**config.mk**
```make
export PLATFORM = sky130hd
export DESIGN_NAME = vco_meas_seq_flat
export DESIGN_NICKNAME = d
export VERILOG_FILES = /design/src/rtl/vco_meas_seq_if.sv /design/src/rtl/vco_meas_seq.sv /design/src/flat_wrapper.sv
export SDC_FILE = /design/constraint.sdc
export NUM_CORES = 1
export LEC_CHECK = 0
export CAP_MARGIN = 20
export CORE_ASPECT_RATIO = 2
export CORE_UTILIZATION = 40
export DETAILED_ROUTE_END_ITERATION = 8
export GPL_TIMING_DRIVEN = 0
export HOLD_SLACK_MARGIN = 0.05
export SLEW_MARGIN = 5
export SYNTH_ARGS = -nofsm -noshare
export SYNTH_HDL_FRONTEND = slang
export SYNTH_SLANG_ARGS = --single-unit
export TNS_END_PERCENT = 5
```
**constraint.sdc**
```tcl
create_clock -name i_clk -period 3.4 [get_ports i_clk]
set_input_delay 0.68 -clock i_clk [delete_from_list [all_inputs] [get_ports i_clk]]
set_output_delay 0.68 -clock i_clk [all_outputs]
set_load 0.02 [all_outputs]
```
**src/rtl/vco_meas_seq_if.sv**
```systemverilog
// ----------------------------------------------------------------------------
// vco_meas_seq_if
// Groups the control, configuration, PAD_OUT sense and result signals that
// connect the VCO_full measurement sequencer to its surroundings.
//
//   slave  (sequencer side): inputs  start, abort, div_sel_cfg, gate_cyc,
//                                    pad_out
//                            outputs vco_resetb, vco_load, vco_div_sel,
//                                    en_vco, clk_kill, busy, done, count, ovf
//   master (controller side): the same signals with opposite directions
// ----------------------------------------------------------------------------
interface vco_meas_seq_if #(
    parameter int GATE_W = 16,
    parameter int CNT_W  = 16
) ();
    logic              start;
    logic              abort;
    logic [1:0]        div_sel_cfg;
    logic [GATE_W-1:0] gate_cyc;
    logic              pad_out;
    logic              vco_resetb;
    logic              vco_load;
    logic [1:0]        vco_div_sel;
    logic              en_vco;
    logic              clk_kill;
    logic              busy;
    logic              done;
    logic [CNT_W-1:0]  count;
    logic              ovf;

    modport slave (
        input  start, abort, div_sel_cfg, gate_cyc, pad_out,
        output vco_resetb, vco_load, vco_div_sel, en_vco, clk_kill,
               busy, done, count, ovf
    );

    modport master (
        output start, abort, div_sel_cfg, gate_cyc, pad_out,
        input  vco_resetb, vco_load, vco_div_sel, en_vco, clk_kill,
               busy, done, count, ovf
    );
endinterface

```
**src/rtl/vco_meas_seq.sv**
```systemverilog
// ----------------------------------------------------------------------------
// vco_meas_seq
// Sequencer and frequency meter for the VCO_full odometer macro. Drives the
// VCO reset / load / enable / clock-kill controls in the order the macro needs
// and counts PAD_OUT rising edges over a programmable gate window.
//
// Ports:
//   i_clk    system clock, rising edge
//   i_rst_n  asynchronous active-low reset
//   bus      vco_meas_seq_if.slave: run request, abort, divider select,
//            gate length, PAD_OUT in; VCO controls, BUSY, DONE, COUNT, OVF out
// ----------------------------------------------------------------------------
module vco_meas_seq #(
    parameter int GATE_W     = 16,
    parameter int CNT_W      = 16,
    parameter int SETTLE_CYC = 32,
    parameter int RST_CYC    = 4
) (
    input  logic           i_clk,
    input  logic           i_rst_n,
    vco_meas_seq_if.slave  bus
);
    // One shared down-counter times RST, SETTLE, GATE and KILL, so it must be
    // wide enough for the largest of them.
    localparam int W_S   = $clog2(SETTLE_CYC + 1);
    localparam int W_R   = $clog2(RST_CYC + 1);
    localparam int W_SR  = (W_S > W_R) ? W_S : W_R;
    localparam int TMR_W = (GATE_W > W_SR) ? GATE_W : W_SR;

    typedef enum logic [2:0] {
        S_IDLE, S_RST, S_CFG, S_SETTLE, S_GATE, S_KILL, S_DONE
    } state_t;

    state_t            r_state;
    logic [TMR_W-1:0]  r_tmr;
    logic [GATE_W-1:0] r_gate;
    logic [1:0]        r_div;
    logic [CNT_W-1:0]  r_cnt;
    logic              r_ovf;
    logic              r_vco_resetb;
    logic              r_vco_load;
    logic [1:0]        r_vco_div_sel;
    logic              r_en_vco;
    logic              r_clk_kill;
    logic              r_busy;
    logic              r_done;
    logic [CNT_W-1:0]  r_count;
    logic              r_ovf_out;

    // PAD_OUT is asynchronous: two-flop synchronizer plus an edge-detect flop.
    logic r_sync1, r_sync2, r_prev;
    logic w_edge;

    always_ff @(posedge i_clk or negedge i_rst_n) begin
        if (!i_rst_n) begin
            r_sync1 <= 1'b0;
            r_sync2 <= 1'b0;
            r_prev  <= 1'b0;
        end else begin
            r_sync1 <= bus.pad_out;
            r_sync2 <= r_sync1;
            r_prev  <= r_sync2;
        end
    end

    assign w_edge = r_sync2 & ~r_prev;

    logic w_tmr_zero;
    logic w_abort_ok;
    logic w_kill_now;

    assign w_tmr_zero = (r_tmr == '0);
    assign w_abort_ok = bus.abort && ((r_state == S_RST) || (r_state == S_CFG) ||
                                      (r_state == S_SETTLE) || (r_state == S_GATE));
    // Every route into KILL (abort, empty gate, gate expiry) is collected here
    // so the kill entry is written once, after the per-state logic.
    assign w_kill_now = w_abort_ok ||
                        ((r_state == S_SETTLE) && w_tmr_zero && (r_gate == '0)) ||
                        ((r_state == S_GATE) && w_tmr_zero);

    always_ff @(posedge i_clk or negedge i_rst_n) begin
        if (!i_rst_n) begin
            r_state       <= S_IDLE;
            r_tmr         <= '0;
            r_gate        <= '0;
            r_div         <= 2'b11;
            r_cnt         <= '0;
            r_ovf         <= 1'b0;
            r_vco_resetb  <= 1'b0;
            r_vco_load    <= 1'b0;
            r_vco_div_sel <= 2'b11;
            r_en_vco      <= 1'b0;
            r_clk_kill    <= 1'b0;
            r_busy        <= 1'b0;
            r_done        <= 1'b0;
            r_count       <= '0;
            r_ovf_out     <= 1'b0;
        end else begin
            r_done <= 1'b0;
            case (r_state)
                S_IDLE: begin
                    r_vco_resetb <= 1'b1;
                    if (bus.start) begin
                        r_gate       <= bus.gate_cyc;
                        r_div        <= bus.div_sel_cfg;
                        r_cnt        <= '0;
                        r_ovf        <= 1'b0;
                        r_tmr        <= TMR_W'(RST_CYC - 1);
                        r_vco_resetb <= 1'b0;
                        r_clk_kill   <= 1'b0;
                        r_busy       <= 1'b1;
                        r_state      <= S_RST;
                    end
                end
                S_RST: begin
                    if (w_tmr_zero) begin
                        r_vco_resetb  <= 1'b1;
                        r_vco_div_sel <= r_div;
                        r_en_vco      <= 1'b1;
                        r_vco_load    <= 1'b0;
                        r_state       <= S_CFG;
                    end else begin
                        r_tmr <= r_tmr - TMR_W'(1);
                    end
                end
                S_CFG: begin
                    r_vco_load <= 1'b1;
                    r_tmr      <= TMR_W'(SETTLE_CYC - 1);
                    r_state    <= S_SETTLE;
                end
                S_SETTLE: begin
                    if (w_tmr_zero) begin
                        r_tmr   <= TMR_W'(r_gate) - TMR_W'(1);
                        r_state <= S_GATE;
                    end else begin
                        r_tmr <= r_tmr - TMR_W'(1);
                    end
                end
                S_GATE: begin
                    // Saturating count; an edge arriving while saturated flags OVF.
                    if (w_edge) begin
                        if (&r_cnt) begin
                            r_ovf <= 1'b1;
                        end else begin
                            r_cnt <= r_cnt + CNT_W'(1);
                        end
                    end
                    r_tmr <= r_tmr - TMR_W'(1);
                end
                S_KILL: begin
                    if (w_tmr_zero) begin
                        r_done    <= 1'b1;
                        r_count   <= r_cnt;
                        r_ovf_out <= r_ovf;
                        r_state   <= S_DONE;
                    end else begin
                        r_tmr <= r_tmr - TMR_W'(1);
                    end
                end
                S_DONE: begin
                    r_busy  <= 1'b0;
                    r_state <= S_IDLE;
                end
                default: r_state <= S_IDLE;
            endcase

            // Overrides the per-state next values above.
            if (w_kill_now) begin
                r_clk_kill <= 1'b1;
                r_en_vco   <= 1'b0;
                r_vco_load <= 1'b0;
                r_tmr      <= TMR_W'(1);
                r_state    <= S_KILL;
            end
        end
    end

    assign bus.vco_resetb  = r_vco_resetb;
    assign bus.vco_load    = r_vco_load;
    assign bus.vco_div_sel = r_vco_div_sel;
    assign bus.en_vco      = r_en_vco;
    assign bus.clk_kill    = r_clk_kill;
    assign bus.busy        = r_busy;
    assign bus.done        = r_done;
    assign bus.count       = r_count;
    assign bus.ovf         = r_ovf_out;
endmodule
```
**src/flat_wrapper.sv**
```systemverilog
// flat-port wrapper written by rule: the top's interface ports become plain ports
module vco_meas_seq_flat 
#(
    parameter int GATE_W     = 16,
    parameter int CNT_W      = 16,
    parameter int SETTLE_CYC = 32,
    parameter int RST_CYC    = 4
)
  (i_clk, i_rst_n, bus_start, bus_abort, bus_div_sel_cfg, bus_gate_cyc, bus_pad_out, bus_vco_resetb, bus_vco_load, bus_vco_div_sel, bus_en_vco, bus_clk_kill, bus_busy, bus_done, bus_count, bus_ovf);
  vco_meas_seq_if #(.GATE_W(GATE_W), .CNT_W(CNT_W)) bus_i ();
  input  logic i_clk;
  input  logic i_rst_n;
  input wire logic [$bits(bus_i.start)-1:0] bus_start;
  input wire logic [$bits(bus_i.abort)-1:0] bus_abort;
  input wire logic [$bits(bus_i.div_sel_cfg)-1:0] bus_div_sel_cfg;
  input wire logic [$bits(bus_i.gate_cyc)-1:0] bus_gate_cyc;
  input wire logic [$bits(bus_i.pad_out)-1:0] bus_pad_out;
  output wire logic [$bits(bus_i.vco_resetb)-1:0] bus_vco_resetb;
  output wire logic [$bits(bus_i.vco_load)-1:0] bus_vco_load;
  output wire logic [$bits(bus_i.vco_div_sel)-1:0] bus_vco_div_sel;
  output wire logic [$bits(bus_i.en_vco)-1:0] bus_en_vco;
  output wire logic [$bits(bus_i.clk_kill)-1:0] bus_clk_kill;
  output wire logic [$bits(bus_i.busy)-1:0] bus_busy;
  output wire logic [$bits(bus_i.done)-1:0] bus_done;
  output wire logic [$bits(bus_i.count)-1:0] bus_count;
  output wire logic [$bits(bus_i.ovf)-1:0] bus_ovf;
  assign bus_i.start = bus_start;
  assign bus_i.abort = bus_abort;
  assign bus_i.div_sel_cfg = bus_div_sel_cfg;
  assign bus_i.gate_cyc = bus_gate_cyc;
  assign bus_i.pad_out = bus_pad_out;
  assign bus_vco_resetb = bus_i.vco_resetb;
  assign bus_vco_load = bus_i.vco_load;
  assign bus_vco_div_sel = bus_i.vco_div_sel;
  assign bus_en_vco = bus_i.en_vco;
  assign bus_clk_kill = bus_i.clk_kill;
  assign bus_busy = bus_i.busy;
  assign bus_done = bus_i.done;
  assign bus_count = bus_i.count;
  assign bus_ovf = bus_i.ovf;
  vco_meas_seq #(.GATE_W(GATE_W), .CNT_W(CNT_W), .SETTLE_CYC(SETTLE_CYC), .RST_CYC(RST_CYC)) u_core (.i_clk(i_clk), .i_rst_n(i_rst_n), .bus(bus_i));
endmodule
```
Yosys cells after proc, flatten, opt, wreduce, memory -nomap -nowiden
Cells that the tools add are included.

word-level totals
  register bits after elaboration = 82
  output and inout port bits = 25

operators by class
  add/subtract/negate cells = 3
  eq/ne operators = 17
  mux-type cells = 33
  bitwise operators = 2
  reductions and logical operators = 35

operator list
  cell                                                                     number
  16-bit two-way mux                                                       7
  16-bit one-hot mux with 5 select lines                                   1
  16-bit zero test                                                         2
  16-bit one-hot mux with 2 select lines                                   1
  16-bit by 1-bit subtractor with 16-bit output, second input constant     2
  3-bit one-hot mux with 6 select lines                                    1
  16-bit by 1-bit adder with 16-bit output, second input constant          1
  16-bit AND reduction                                                     1
  2-bit AND reduction                                                      8
  3-bit two-way mux                                                        5
  1-bit two-way mux                                                        14
  2-bit nonzero test                                                       7
  3-bit == test, second input constant                                     3
  3-bit by 1-bit inequality test with 1-bit output, second input constant  3
  1-bit one-hot mux with 2 select lines                                    4
  4-bit AND reduction                                                      2
  3-bit by 2-bit == test with 1-bit output, second input constant          2
  2-bit by 1-bit inequality test with 1-bit output, second input constant  3
  2-bit inequality test, second input constant                             3
  6-bit nonzero test                                                       1
  1-bit logical OR                                                         5
  5-bit AND reduction                                                      1
  1-bit logical AND                                                        4
  3-bit by 1-bit == test with 1-bit output, second input constant          1
  other kinds (8)                                                          8

Longest topological paths before layout
  depth in word-level cells = 9
  mapped depth = 8

Worst setup path after synthesis
OpenSTA, ideal clock, no wires.

  kind = reg2reg
  start = register u_core.r_gate[11]
  end = register u_core.r_tmr[1]
  library setup time = 120 ps
  arrival = 2270 ps
  data required time = 3280 ps
  path slack = 1010 ps
  cell stages (with the launch flop) = 7
  buffers on the path = 1
  cells stage by stage = dfrtp_1 > or4_4 > or4_1 > or4_1 > buf_2 > and2_4 > and4_1

on the way
  cells in the longest elaborated chain, start to end = 6
  elaborated cells between the ends (all ways) = 9

ends and longest elaborated chain
  item                                                                                       RTL line             RTL
  start: declaration                                                                         vco_meas_seq.sv:36   logic [GATE_W-1:0] r_gate;
  start signal: assignment                                                                   vco_meas_seq.sv:104  r_gate <= bus.gate_cyc;
  16-bit zero test *                                                                         vco_meas_seq.sv:78   ((r_state == S_SETTLE) && w_tmr_zero && (r_gate == '0)) ||
  1-bit logical AND *                                                                        vco_meas_seq.sv:78
  1-bit logical OR *                                                                         vco_meas_seq.sv:77   assign w_kill_now = w_abort_ok ||
  1-bit logical OR *                                                                         vco_meas_seq.sv:78
  3-bit by 2-bit inequality test with 1-bit output (no source line) (tied with other cells)  --
  3-bit AND reduction (no source line)                                                       --
  end signal: assignment                                                                     vco_meas_seq.sv:108  r_tmr <= TMR_W'(RST_CYC - 1);
  end signal: assignment                                                                     vco_meas_seq.sv:123  r_tmr <= r_tmr - TMR_W'(1);
  end signal: assignment                                                                     vco_meas_seq.sv:128  r_tmr <= TMR_W'(SETTLE_CYC - 1);
  end: declaration                                                                           vco_meas_seq.sv:35   logic [TMR_W-1:0] r_tmr;

Every way passes the cells marked *; elsewhere a longest branch is shown, timed or not.
A chain may end at the register's enable or synchronous reset.

Worst setup path after layout
  start = register u_core.r_tmr[0]
  end = register u_core.r_tmr[7]

on the way
  cells in the longest elaborated chain, start to end = 7
  elaborated cells between the ends (all ways) = 15

ends and longest elaborated chain
  item
  branches (longest 7 deep; another with 16-bit by 1-bit subtractor with 16-bit output)

Parallel ways; which one is timed is not known. The select of a mux whose other input is x is not followed.

==> results.toml <==
[worst_setup_path]
critPathBufInv = 2
r2r_slack_ns = 0.21
cp-end-kind = "flop"
worstSetupEndpoint = "u_core.r_tmr[7]$_DFFE_PN0P_"
critPathArrivalTime_ns = 3.38
start_kind = "flop"
cp.required_ns = 3.59
critical_path.slowest_cell = "or4b_2"
reg2reg_from = "u_core.r_tmr[0]$_DFFE_PN0P_"
critical_path.startpoint = "u_core.r_tmr[0]$_DFFE_PN0P_"
critPathKind = "reg -> reg"
slowest_delay_ns = 0.64
ff2ff_path_depth = 8
crit_cells = 8
crit_family = "compound AO/OA/AOI/OAI gates"
timing.rr.end = "u_core.r_tmr[7]$_DFFE_PN0P_"
crit_chain = "inv_1 > ha_1 > or4b_2 > nor3_2 > a21oi_1 > a31oi_1 > buf_2 > o221ai_1"
worstPathMaxFanout = 10

[floorplanning]
boundaryPins = 48
core_area_um2 = 10800
start_util_pct = 40.9
dieHeight_um = 151
die_width_um = 76.4
dieArea_um2 = 11500
row_count = 54

[sta]
drv_slew = 0
rsz0062_at_grt = "no"
layout_setup_ws_ns = 0.213
hold_viol = 0
max_slew_margin_pct = 35.8
period_share_pct = 93.7
worst_slew_pin_slew_ns = 0.958
hold_ws_ns = 0.240
fmax_mhz = 314
finalCriticalPeriod_ns = 3.19
setup_viol = 0
fin_skew_ns = 0.00907

[yosys]
yosysTopAreaCellShare_pct = 44.1
synth-simple-area-share_pct = 23.2
ys_ff_latch = 82
netlist_instances = 472
syn_nets = 500
synth_xor_area_share_pct = 2.37
synth-adder-area-share_pct = 1.41
synth_ff_type = "dfrtp_1"
ys_top_cells_by_area = "dfrtp_1 (44%), nand2_1 (6.7%), mux2_2 (4.8%)"
async_flop_share_pct = 100
synth_compound_area_share_pct = 17.4
syn-mean-instance-area_um2 = 9.38
synth_area_um2 = 4430
yosysWarnings = 0
yosysTopAreaCell = "dfrtp_1"
synth_edf_count = 0
synth_top_family_by_area = "simple AND/OR/NAND/NOR gates"
ys_seq_area_share_pct = 46.5
synthDistinctLibCells = 60
synth_mux_area_share_pct = 5.51

[power]
p_seq_share_pct = 38.6
switchingPower_w = 0.00168
cellPowerDensity_nw_per_um2 = 774
p_int_w = 0.00248
p_leak_nw = 2.23
p_sw_share_pct = 40.4
p_comb_share_pct = 39.6
peakVddDrop_uv = 424
power_frac_clock_pct = 21.8

[place]
gp_congestion = 0.935
dp_slack_ns = -0.0250
port_buffers = 47
dp_hpwl_um = 10300

[clocking]
cts_tree = "built"
hold_buffers = 0
cts_resized = 0
clockBufferDepth = 2
htreeDepth = 3
clk_latency_ns = 0.33
numCtsBuffers = 9
cts_setup_buffers = 0
clk_pin_slew_worst_paths_ns = 0.07
cts_root_buf = "clkbuf_16"
numClockSinks = 82

[routing]
via_per_inst = 5.85
first_iter_violations = 342
vias = 3962
drt-pass1-iter-count = 5
finalWirelength_um = 13200
drc = 0
avgRoutedWirePerCell_um = 19.5
ant_nets = 0

[final_layout]
layout_commonest_cell = "nand2_1"
final-seq-area_um2 = 2060
multi_input_area_um2 = 2210
filler_cell_count = 1043
final_cell_mix = "nand2_1 (79), dfrtp_1 (78), clkdlybuf4s50_1 (46)"
num_antenna_cells = 0
fin_nets = 560
area_growth_pct = 21.5
drive_gt1_share_pct = 11.7

[global_routing]
grt_pass1_wl_um = 20900
antenna_found_initial = 0
grt_overflow = 0
grt_usage_pct = 24.0
grt_pass1_vias = 4034
grt_max_degree = 62

[flow_run]
max_cap_violations = 0

[outcome]
status = "finished, final reports clean"

[hold_path]
worstHoldPathType = "in -> async"
power by group through the flow:
| stage | registers (W) | clock network [W] | logic, W |
|---|---|---|---|
| final | 0.00161 | 0.000907 | 0.00165 |
| after detailed placement | 0.00162 | 0 | 0.00163 |
| after floorplan | 0.00165 | 0 | 0.000949 |
| after global routing | 0.00166 | 0.000968 | 0.00178 |
| after global placement | 0.00161 | 0 | 0.00160 |
| after CTS | 0.00161 | 0.000925 | 0.00164 |
layout make-up:
cell class              count  area share (%)
plain buffers              23            1.77
repair buffers             49            9.30
inverters                  17            1.19
clock inverters             6           0.907
clock buffers              10            4.26
flip-flops and latches     82            38.2
well taps                 140            3.26
multi-input cells         350            41.1
metrics by stage:
step	cells	util, %	power (W)	setup TNS, ns	instance area, um2
2_1_floorplan	472	-	0.00260	0	4430
3_3_place_gp	659	46.9	0.00321	-99.24	5070
3_5_place_dp	660	47.1	0.00325	-0.0683	5100
4_1_cts	676	49.7	0.00417	0	5370
5_1_grt	677	49.8	0.00441	0	5380
6_report	677	49.8	0.00416	0	5380
cell usage after synthesis (all sizes together), types with 2 or more instances:
cell type / count
a21o: 2
or4b: 2
dfstp: 4
dfrtp: 78
or2: 4
and2: 5
a21oi: 19
or4: 9
a32oi: 10
o31ai: 10
o221ai: 4
a31o: 3
xor2: 3
a31oi: 4
nor2: 17
o22ai: 5
nand2: 79
nor3: 17
nor4b: 2
inv: 17
o211ai: 3
or3: 9
nand3: 21
o2bb2ai: 3
clkbuf: 15
nor3b: 3
mux2i: 3
ha: 5
or3b: 3
mux2: 19
nor2b: 4
a22oi: 8
a221o: 2
nor4: 7
buf: 8
a21boi: 2
and4: 3
o21ai: 20
o21a: 3
o31a: 4
xnor2: 9
nand4: 12
logic make-up after synthesis:
group | Yosys count
AOI/OAI and AO/OA | 111
xor gates and xnor gates | 12
adders and majority gates | 5
buffers and inverters | 40
DFF | 82
muxes | 22
and+or+nand+nor | 200
layer usage:
metal / global-route usage (%) / wire length (um) / part of all wire (%)
met1: 21.8 / 4500 / 34
met2: 48.2 / 7570 / 57
met3: 3.39 / 399 / 3.0
met4: 15.6 / 712 / 5.4
met5: 0 / 0 / 0
worst reg2reg max path, stage by stage (launching register included):
cell and delay, ns:
dfrtp_1 0.43, inv_1 0.10, ha_1 0.19, or4b_2 0.64, nor3_2 0.30, a21oi_1 0.37
a31oi_1 0.54, buf_2 0.33, o221ai_1 0.15
how the worst min path moves through the flow:
stage                                        start                           to  slack [ns]  cells past startpoint
after CTS                                  i_rst_n  u_core.r_tmr[8]$_DFFE_PN0P_        0.25                      1
after detailed placement  u_core.r_sync2$_DFF_PN0_      u_core.r_prev$_DFF_PN0_        0.37                      0
final                                      i_rst_n  u_core.r_tmr[8]$_DFFE_PN0P_        0.24                      1
after floorplan           u_core.r_sync1$_DFF_PN0_     u_core.r_sync2$_DFF_PN0_        0.33                      0
after global routing                       i_rst_n  u_core.r_tmr[8]$_DFFE_PN0P_        0.26                      1
after global placement    u_core.r_sync2$_DFF_PN0_      u_core.r_prev$_DFF_PN0_        0.36                      0
sequential cells by signal (all words and copies together) (netlist names):
signal                  count
u_core.r_sync1              1
u_core.bus.en_vco           1
u_core.bus.ovf              1
u_core.r_div                2
u_core.r_prev               1
u_core.bus.done             1
u_core.bus.vco_div_sel      2
u_core.r_cnt               16
u_core.bus.count           16
u_core.r_tmr               16
u_core.r_state              3
u_core.r_ovf                1
u_core.r_sync2              1
u_core.bus.clk_kill         1
u_core.bus.vco_resetb       1
u_core.bus.busy             1
u_core.r_gate              16
u_core.bus.vco_load         1
Note: power is estimated with default switching activity, not from simulation.
